==> src/rtl/keypad_scan_fifo.sv <==
// Matrix keypad scanner: column strobe, row synchroniser, frame debounce and a
// first-word-fall-through event FIFO with a data/present/ack read port.
//
// Event FSM states:
//   state          | meaning
//   ST_NONE        | no key is stably pressed
//   ST_KEY         | exactly one key (stable_code) is stably pressed
//   ST_PRESS_PEND  | key change: release was queued, press of stable_code goes next cycle
//   ST_MULTI       | two or more keys held; no events until it settles elsewhere
module keypad_scan_fifo #(
    parameter int ROWS           = 4,
    parameter int COLS           = 4,
    parameter int SCAN_DIV       = 1000,
    parameter int DEBOUNCE       = 4,
    parameter int FIFO_DEPTH     = 4,
    parameter int REPORT_RELEASE = 0
) (
    input  logic            clk,
    input  logic            reset,
    output logic [COLS-1:0] col_n,
    input  logic [ROWS-1:0] row_n,
    output logic [7:0]      key_code,
    output logic            key_present,
    input  logic            key_read_ack,
    output logic            overflow,
    input  logic            clear_ovf
);

    localparam int ROW_W = (ROWS > 1) ? $clog2(ROWS) : 1;
    localparam int COL_W = (COLS > 1) ? $clog2(COLS) : 1;
    localparam int DIV_W = $clog2(SCAN_DIV);
    localparam int DB_W  = $clog2(DEBOUNCE + 1);
    localparam int PTR_W = $clog2(FIFO_DEPTH);
    localparam int CNT_W = PTR_W + 1;

    typedef enum logic [1:0] {RES_NONE, RES_KEY, RES_MULTI} res_t;
    typedef enum logic [1:0] {ST_NONE, ST_KEY, ST_PRESS_PEND, ST_MULTI} state_t;

    logic [DIV_W-1:0] dwell_cnt;
    logic [COL_W-1:0] col_idx;
    logic             sample;
    logic             frame_end;

    logic [ROWS-1:0]  row_meta;
    logic [ROWS-1:0]  row_sync;

    logic [1:0]       col_hits;
    logic [ROW_W-1:0] col_row;
    logic [6:0]       cur_code;
    logic [1:0]       acc_hits;
    logic [6:0]       acc_code;
    logic [1:0]       frm_hits;
    logic [6:0]       frm_code;

    res_t             res_kind;
    logic [6:0]       res_code;
    res_t             last_kind;
    logic [6:0]       last_code;
    logic [DB_W-1:0]  run_cnt;
    logic [DB_W-1:0]  run_nxt;
    logic             settled;

    state_t           state;
    state_t           state_nxt;
    logic [6:0]       stable_code;
    logic [6:0]       stable_code_nxt;
    res_t             stable_kind;
    logic             accept;
    logic             push;
    logic [7:0]       push_data;

    logic [7:0]       fifo_mem [FIFO_DEPTH];
    logic [PTR_W-1:0] wr_ptr;
    logic [PTR_W-1:0] rd_ptr;
    logic [CNT_W-1:0] count;
    logic             full;
    logic             pop;
    logic             do_push;
    logic             drop;

    // Column strobe: dwell is a down-counter, the terminal count is the sample cycle.
    assign sample    = (dwell_cnt == '0);
    assign frame_end = sample && (col_idx == COL_W'(COLS - 1));
    assign col_n     = ~(COLS'(1) << col_idx);

    always_ff @(posedge clk or negedge reset) begin
        if (!reset) begin
            dwell_cnt <= DIV_W'(SCAN_DIV - 1);
            col_idx   <= '0;
        end else if (sample) begin
            dwell_cnt <= DIV_W'(SCAN_DIV - 1);
            col_idx   <= (col_idx == COL_W'(COLS - 1)) ? '0 : col_idx + 1'b1;
        end else begin
            dwell_cnt <= dwell_cnt - 1'b1;
        end
    end

    always_ff @(posedge clk or negedge reset) begin
        if (!reset) begin
            row_meta <= '1;
            row_sync <= '1;
        end else begin
            row_meta <= row_n;
            row_sync <= row_meta;
        end
    end

    // Pressed rows in the current column, saturating at 2 (meaning "several").
    always_comb begin
        col_hits = 2'd0;
        col_row  = '0;
        for (int r = 0; r < ROWS; r++) begin
            if (!row_sync[r]) begin
                if (col_hits == 2'd0) col_row = ROW_W'(r);
                col_hits = (col_hits == 2'd0) ? 2'd1 : 2'd2;
            end
        end
    end

    assign cur_code = 7'(int'(col_row) * COLS + int'(col_idx));

    always_comb begin
        frm_hits = acc_hits;
        frm_code = acc_code;
        if (col_hits == 2'd1 && acc_hits == 2'd0) begin
            frm_hits = 2'd1;
            frm_code = cur_code;
        end else if (col_hits != 2'd0) begin
            frm_hits = 2'd2;
        end
    end

    always_ff @(posedge clk or negedge reset) begin
        if (!reset) begin
            acc_hits <= 2'd0;
            acc_code <= 7'd0;
        end else if (frame_end) begin
            acc_hits <= 2'd0;
            acc_code <= 7'd0;
        end else if (sample) begin
            acc_hits <= frm_hits;
            acc_code <= frm_code;
        end
    end

    // Frame result; code is zeroed for NONE/MULTI so results compare as whole values.
    always_comb begin
        res_kind = RES_NONE;
        res_code = 7'd0;
        if (frm_hits == 2'd1) begin
            res_kind = RES_KEY;
            res_code = frm_code;
        end else if (frm_hits == 2'd2) begin
            res_kind = RES_MULTI;
        end
    end

    always_comb begin
        if ((res_kind != last_kind) || (res_code != last_code))
            run_nxt = DB_W'(1);
        else if (run_cnt == DB_W'(DEBOUNCE))
            run_nxt = run_cnt;
        else
            run_nxt = run_cnt + 1'b1;
    end

    assign settled = frame_end && (run_nxt == DB_W'(DEBOUNCE));

    always_ff @(posedge clk or negedge reset) begin
        if (!reset) begin
            last_kind <= RES_NONE;
            last_code <= 7'd0;
            run_cnt   <= '0;
        end else if (frame_end) begin
            last_kind <= res_kind;
            last_code <= res_code;
            run_cnt   <= run_nxt;
        end
    end

    always_comb begin
        case (state)
            ST_KEY, ST_PRESS_PEND: stable_kind = RES_KEY;
            ST_MULTI:              stable_kind = RES_MULTI;
            default:               stable_kind = RES_NONE;
        endcase
    end

    assign accept = settled &&
                    ((res_kind != stable_kind) ||
                     (res_kind == RES_KEY && res_code != stable_code));

    always_ff @(posedge clk or negedge reset) begin
        if (!reset) begin
            state       <= ST_NONE;
            stable_code <= 7'd0;
        end else begin
            state       <= state_nxt;
            stable_code <= stable_code_nxt;
        end
    end

    always_comb begin
        state_nxt       = state;
        stable_code_nxt = stable_code;
        push            = 1'b0;
        push_data       = 8'd0;
        case (state)
            ST_NONE: begin
                if (accept) begin
                    if (res_kind == RES_KEY) begin
                        push            = 1'b1;
                        push_data       = {1'b0, res_code};
                        state_nxt       = ST_KEY;
                        stable_code_nxt = res_code;
                    end else if (res_kind == RES_MULTI) begin
                        state_nxt = ST_MULTI;
                    end
                end
            end
            ST_KEY: begin
                if (accept) begin
                    case (res_kind)
                        RES_NONE: begin
                            push      = (REPORT_RELEASE != 0);
                            push_data = {1'b1, stable_code};
                            state_nxt = ST_NONE;
                        end
                        RES_KEY: begin
                            stable_code_nxt = res_code;
                            push            = 1'b1;
                            if (REPORT_RELEASE != 0) begin
                                push_data = {1'b1, stable_code};
                                state_nxt = ST_PRESS_PEND;
                            end else begin
                                push_data = {1'b0, res_code};
                            end
                        end
                        default: state_nxt = ST_MULTI;
                    endcase
                end
            end
            ST_PRESS_PEND: begin
                push      = 1'b1;
                push_data = {1'b0, stable_code};
                state_nxt = ST_KEY;
            end
            ST_MULTI: begin
                if (accept) begin
                    if (res_kind == RES_KEY) begin
                        state_nxt       = ST_KEY;
                        stable_code_nxt = res_code;
                    end else if (res_kind == RES_NONE) begin
                        state_nxt = ST_NONE;
                    end
                end
            end
            default: state_nxt = ST_NONE;
        endcase
    end

    // A push into a full FIFO survives only when the head is popped in the same cycle.
    assign full    = (count == CNT_W'(FIFO_DEPTH));
    assign pop     = key_read_ack && (count != '0);
    assign do_push = push && (!full || pop);
    assign drop    = push && full && !pop;

    always_ff @(posedge clk) begin
        if (do_push) fifo_mem[wr_ptr] <= push_data;
    end

    always_ff @(posedge clk or negedge reset) begin
        if (!reset) begin
            wr_ptr <= '0;
            rd_ptr <= '0;
            count  <= '0;
        end else begin
            if (do_push) wr_ptr <= wr_ptr + 1'b1;
            if (pop)     rd_ptr <= rd_ptr + 1'b1;
            if (do_push && !pop)
                count <= count + 1'b1;
            else if (pop && !do_push)
                count <= count - 1'b1;
        end
    end

    always_ff @(posedge clk or negedge reset) begin
        if (!reset)
            overflow <= 1'b0;
        else if (drop)
            overflow <= 1'b1;
        else if (clear_ovf)
            overflow <= 1'b0;
    end

    assign key_present = (count != '0);
    assign key_code    = key_present ? fifo_mem[rd_ptr] : 8'd0;

endmodule

==> config.mk <==
export PLATFORM = sky130hd
export DESIGN_NAME = keypad_scan_fifo
export DESIGN_NICKNAME = d
export VERILOG_FILES = /design/src/rtl/keypad_scan_fifo.sv
export SDC_FILE = /design/constraint.sdc
export NUM_CORES = 1
export LEC_CHECK = 0
export CORE_AREA = 2 2 72 142
export DETAILED_ROUTE_END_ITERATION = 10
export DIE_AREA = 0 0 74 144
export GPL_TIMING_DRIVEN = 0
export PLACE_DENSITY = 0.73
export SYNTH_ARGS = -nofsm -noshare
export SYNTH_HDL_FRONTEND = slang
export SYNTH_SLANG_ARGS = --single-unit
==> constraint.sdc <==
create_clock -name clk -period 9.3 [get_ports clk]
set_input_delay 1.86 -clock clk [delete_from_list [all_inputs] [get_ports clk]]
set_output_delay 1.86 -clock clk [all_outputs]
set_load 0.02 [all_outputs]
**Word level (Yosys, flattened, before mapping)**

Memory sizes are Yosys's and may differ from the RTL's.
Cells that the tools add are included.

- Input bits: 8
- Memories kept: 1
- Register bits: 58
- Bits in writable memories: 32

Memory list:

| memory | words | bits a word | read ports | clocked after memory_dff | wr ports | line | text |
|---|---|---|---|---|---|---|---|
| fifo_mem | 4 | 8 | 1 | 0 | 1 | 72 | `logic [7:0] fifo_mem [FIFO_DEPTH];` |

- Bitwise logic cells: 1
- Equality and inequality tests: 22
- Add/subtract/negate cells: 8
- Reductions and logical operators: 34
- Mux-type cells: 52
- Shift operators: 1

Operators with widths:

| kind | count |
|---|---|
| two-way mux 2 bit | 24 |
| two-way mux 7 bit | 6 |
| case mux 8 bit (3 select lines) | 1 |
| two-way mux 8 bit | 2 |
| case mux 8 bit (2 select lines) | 1 |
| inequality test 7 bit | 2 |
| zero test 2 bit | 6 |
| two-way mux 3 bit | 4 |
| logical AND 1 bit | 11 |
| == test 2 bit, second input constant | 5 |
| zero test 10 bit | 1 |
| two-way mux 10 bit | 1 |
| subtractor 10 x 1 -> 10 bit, second input constant | 1 |
| == test 3 bit, second input constant | 3 |
| two-way mux 1 bit | 9 |
| == test 2 x 1 -> 1 bit, second input constant | 4 |
| inequality test 2 bit, second input constant | 4 |
| case mux 2 bit (2 select lines) | 2 |
| case mux 2 bit (4 select lines) | 1 |
| nonzero test 2 bit | 4 |
| adder 2 x 1 -> 2 bit, second input constant | 3 |
| adder 3 x 1 -> 3 bit, second input constant | 2 |
| inequality test 3 bit, second input constant | 2 |
| AND reduction 6 bit | 1 |
| other kinds (12) | 18 |

**Logic depth before layout (Yosys ltp)**

- Depth in word-level cells: 29
- Mapped depth: 24
- Gate-level depth less buffers: 22

**Least setup slack after synthesis**

Ideal clock, no wire load.

- Kind: register to register
- From: reg row_sync[0]
- To: reg count[2]
- Buffers on the path: 2
- Required time: 9.221 ns
- Cell stages (with the launch flop): 23
- Path slack: 3.626 ns
- Data arrival time: 5.595 ns
- Period minus slack after synthesis: 5.674 ns
- Cells stage by stage: dfstp_2 -> inv_1 -> ha_1 -> mux2_2 -> xnor2_2 -> nand2_1 -> clkbuf_1 -> o21ai_0 -> ha_1 -> clkbuf_1 -> nand3b_1 -> a2111oi_0 -> a2111oi_4 -> xnor2_1 -> a2111o_1 -> a2111oi_0 -> a21o_1 -> ha_1 -> inv_1 -> fa_1 -> xor2_1 -> nor2_1 -> xor2_1

- Elaborated cells on any way between the ends: 49

RTL lines:

| item | line | text |
|---|---|---|
| start: declaration | 45 | `logic [ROWS-1:0] row_sync;` |
| start signal: assignment | 104 | `row_sync <= row_meta;` |
| two-way mux 1 bit (*) | 113 | `if (!row_sync[r]) begin` |
| zero test 2 bit | 115 | `col_hits = (col_hits == 2'd0) ? 2'd1 : 2'd2;` |
| two-way mux 2 bit | 115 |  |
| two-way mux 2 bit (*) | 113 |  |
| zero test 2 bit | 115 |  |
| two-way mux 2 bit | 115 |  |
| two-way mux 2 bit (*) | 113 |  |
| zero test 2 bit | 115 |  |
| (+7 left out) | -- |  |
| via res_kind[0] | 55 | `res_t res_kind;` |
| (+5 left out) | -- |  |
| logical AND 1 bit | 189 | `assign accept = settled &&` |
| two-way mux 1 bit (*) | 210 | `if (accept) begin` |
| case mux 1 bit (2 select lines) (*) | 208 | `case (state)` |
| logical AND 1 bit (*) | 265 | `assign do_push = push && (!full \|\| pop);` |
| via do_push | 78 | `logic do_push;` |
| zero test 1 bit | 282 | `else if (pop && !do_push)` |
| logical AND 1 bit | 282 |  |
| nonzero test 2 bit (no line) | -- |  |
| end signal: assignment | 281 | `count <= count + 1'b1;` |
| end signal: assignment | 283 | `count <= count - 1'b1;` |
| end: declaration | 75 | `logic [CNT_W-1:0] count;` |

The timed path passes the listed nets; every way through them passes the cells marked *.
A chain may end at the register's enable or synchronous reset.

**Final worst setup path**

Ends and elaborated chain as after synthesis.

==> impl_summary.txt <==
----------------------------------------------------
[Critical path]
  Reg2reg path depth ... 22
  Data arrival time at the worst-slack endpoint ... between 6 and 7 ns
  Category of the worst setup path capture point ... flop
  Worst setup path class ... flop to flop
  Data required time of the critical path ... 9.58 ns
  Crit path max fanout ... 10
  Internal reg-to-reg setup slack ... between 2 and 3 ns
  CP Launch Type ... flop

[Power and ir drop]
  Sequential Power Share ... 0.489
  Clk network pwr share ... 0.480
  Cell-internal power ... 0.670 mW
  Share of power burned in combinational logic ... 0.031
  Power per cell area ... ~140 mW/mm²
  Leakage power of the design ... between 2 and 2.5 nW
  P_sw ... 0.174 mW
  Net switching fraction of the power ... 0.206
  Highest ir drop seen on vdd ... roughly 0.11 mV
  Overall power of the completed layout ... around 0.84 mW

[STA]
  Minimum hold slack ... 0.356 ns
  Slew HR ... 0.419
  Time the final worst path needs with I/O delays and setup ... around 6.7 ns
  RSZ-0062 raised after global routing ... false
  Period utilization ... 0.720
  Final hold viol count ... 0
  Final worst slack ... approximately 2.6 ns
  Achievable Freq ... 149 MHz
  Final count of negative-setup-slack endpoints ... 0
  Clock Skew ... between 0.008 and 0.009 ns
  Final count of pins violating max slew ... 0
  Transition time at the pin with the least slew margin ... ~0.85 ns
  Setup TNS after final layout ... 0 ns

[Finish]
  Final cell count without fillers ... 637
  Final std cell area, no fill ... slightly below 0.006 mm²
  Area taken by flip-flops and latches ... about 0.0024 mm²
  Post-layout net count ... about 540
  Leading cell type in the layout, fill and taps excluded ... dfrtp_1
  Antenna cells ... 0
  Filler Cell Count ... slightly above 800
  Highest-count cells in the layout ignoring fill and taps ... 42 x dfrtp_1, 39 x nand2_1, 32 x inv_1, 32 x edfxtp_1, 26 x ha_1
  Area of the multi-input gates ... approximately 0.0025 mm²
  Layout cell share with drive strength beyond 1 ... 0.137
  Area Growth Syn to Fin ... 14.2%
  Core Util, Final ... 0.611

[Place]
  Post-detail-place hpwl ... between 8 and 9 mm
  Pre-CTS setup slack ... 2.68 ns
  Count of buffers from port buffering ... 21
  RePlAce Congestion ... 0.894
  Area after DPL ... between 0.005 and 0.006 mm²
  Total placed cells including tap cells ... between 600 and 700

[Yosys]
  Cell type contributing the most total cell area after synthesis ... dfrtp_1
  Top cells by area in the synthesized netlist ... dfrtp_1 20%, edfxtp_1 19%, dfstp_2 8.1%
  Fraction of post-synthesis cell area in the top cell type by area ... 0.204
  Synthesized netlist cell count ... between 400 and 500
  Synth Flop Type ... dfrtp_1
  Share of synthesized registers carrying an async set or reset ... 0.644
  Nets in the synthesized netlist ... about 500
  Total number of yosys warnings ... 0
  Number of flip-flops and latches in the synthesized netlist ... 90
  Average instance area after synthesis ... about 11 µm²
  Cell area after synthesis ... between 0.005 and 0.006 mm²
  Post-synth EDFFs ... 32
  Seq/Total Area, Yosys ... 0.471
  Number of library cell types mapped by synthesis ... 67

[Routing]
  DR top layer ... met4
  Via-to-Cell Ratio ... 5.84
  Length of routed met3 wiring ... 335 µm
  Detailed-routed wire length on met2 ... roughly 6.4 mm
  Number of violations reported at the end of detailed-routing iteration 0 ... around 230
  Detailed-routing iteration count for the pre-antenna-repair pass ... 4
  Average routed wire per standard cell ... between 15 and 20 µm
  Routed wire length ... around 11 mm
  Count of vias placed by the detailed router ... about 3700
  Number of remaining DRC errors ... 0
  Met1 wire length ... about 3.8 mm
  Routed Antenna Nets ... 0

[Run status]
  Run status ... completed

[Floorplanning]
  Y dimension of the die ... ~140 µm
  Cell Rows ... slightly above 50
  Initial Util ... 0.536
  Top-Level Pins ... 22
  Core Box Area ... 0.00964 mm²
  Die Area ... approximately 0.011 mm²
  Horizontal die dimension ... 74 µm

[Clock network]
  Clock sink count ... 90
  Post-CTS Setup Inserts ... 0
  H-tree depth reported by CTS ... 3
  Clock-pin slew reported for the worst setup and hold paths after clock tree synthesis ... around 0.07 ns
  TritonCTS clock tree ... built
  Clock network latency to the later pin of the worst-skew pair ... about 0.35 ns
  Number of CTS-inserted buffers ... 9
  Deepest clock path buffer count ... 2
  Cell chosen for the clock root ... clkbuf_16
  Number of instances resized during post-cts repair ... 0
  Number of buffers inserted by hold repair at cts ... 0

[Global routing]
  Global-route wire length before repair ... 18.6 mm
  Number of antenna violations at the first check in global routing ... 0
  GRT Resource Usage Total ... 0.233
  Maximum number of pins on one net before global-route repair ... 39
  Grt ovf ... 0
  Number of global-route vias before repair ... between 3000 and 4000

[Worst hold path]
  Path category of the worst min-delay check ... flop to flop
  Hold Crit Depth ... 0

[Run]
  Max cap viols ... 0

----------------------------------------------------
-- cells in the mapped netlist, types with 3 or more instances --
| cell | number |
|---|---|
| o21bai_1 | 3 |
| dfstp_2 | 16 |
| a31oi_1 | 6 |
| nor4_1 | 5 |
| o21ai_0 | 20 |
| xnor2_1 | 14 |
| nor3b_1 | 3 |
| a21o_1 | 3 |
| or2_2 | 3 |
| or3_1 | 3 |
| nand3b_1 | 7 |
| clkbuf_1 | 12 |
| a2111oi_0 | 5 |
| nor3_1 | 11 |
| o22ai_1 | 5 |
| mux2_2 | 8 |
| ha_1 | 26 |
| a21oi_1 | 13 |
| a22o_1 | 5 |
| mux2i_1 | 10 |
| o21a_1 | 3 |
| inv_1 | 32 |
| nand2b_1 | 8 |
| a2111oi_4 | 4 |
| o211ai_1 | 3 |
| xor2_1 | 7 |
| nand2_1 | 39 |
| dfrtp_1 | 42 |
| mux4_2 | 8 |
| nor2b_1 | 6 |
| nor2_1 | 22 |
| and3_1 | 6 |
| a22oi_1 | 4 |
| nand3_1 | 19 |
| and2_1 | 16 |
| edfxtp_1 | 32 |
-- sequential cells by signal, summed over array words and instances, names as in the netlist, 3 cells and up --
register,count
row_sync,4
stable_code,7
acc_code,7
count,3
last_code,7
row_meta,4
dwell_cnt,10
run_cnt,3
fifo_mem,32
-- critical path: stages (launching register included) --
cell,delay [ns]
dfstp_2,0.56
inv_1,0.05
ha_1,0.36
mux2_2,0.35
xnor2_2,0.35
nand2_1,0.16
clkbuf_1,0.24
o21ai_0,0.27
ha_1,0.35
clkbuf_1,0.33
nand3b_1,0.14
a2111oi_0,0.75
a2111oi_4,0.15
xnor2_1,0.19
a2111o_1,0.53
a2111oi_0,0.47
a21o_1,0.26
ha_1,0.23
inv_1,0.06
fa_1,0.37
xor2_1,0.16
nor2_1,0.11
xor2_1,0.15
-- final timing paths --
path                                            start                     end
worst max-delay path            row_sync[0]$_DFF_PN1_    count[2]$_DFFE_PN0P_
worst min-delay path            row_meta[2]$_DFF_PN1_   row_sync[2]$_DFF_PN1_
worst max register to register  row_sync[0]$_DFF_PN1_    count[2]$_DFFE_PN0P_
worst min register to register  row_meta[2]$_DFF_PN1_   row_sync[2]$_DFF_PN1_
max in group asynchronous                       reset  dwell_cnt[9]$_DFF_PN1_
min in group asynchronous                       reset  run_cnt[0]$_DFFE_PN0P_
-- metal layers --
| metal | global-route usage | vias up |
|---|---|---|
| li1 | - | 1758 |
| met1 | 0.215 | 1838 |
| met2 | 0.442 | 80 |
| met3 | 0.0488 | 43 |
| met4 | 0.144 | 0 |
| met5 | 0 | - |
-- power by group through the flow --
| stage | combinational [mW] | sequential, mW | clock (mW) |
|---|---|---|---|
| 4_1_cts | 0.0265 | 0.413 | 0.411 |
| 3_3_place_gp | 0.0251 | 0.420 | 0 |
| 6_report | 0.0260 | 0.413 | 0.405 |
| 2_1_floorplan | 0.0137 | 0.420 | 0 |
| 3_5_place_dp | 0.0263 | 0.421 | 0 |
| 5_1_grt | 0.0288 | 0.413 | 0.424 |
-- logic make-up after synthesis --
kind of cell	share of synthesized area
AND/OR/NAND/NOR	0.168
AO/OA/AOI/OAI	0.140
flip-flops	0.471
buffers and inverters	0.0390
multiplexers	0.0761
adder cells (fa/ha/maj)	0.0669
XOR/XNOR	0.0388
-- layout make-up --
cell class              instances  share of cell area
multi-input cells             327               0.429
flip-flops and latches         90               0.413
clock buffers                  12              0.0491
repair buffers                 22              0.0382
well taps                     132              0.0280
inverters                      32              0.0204
plain buffers                  18              0.0138
clock inverters                 4             0.00871
Power figures use the tool's default switching activity.
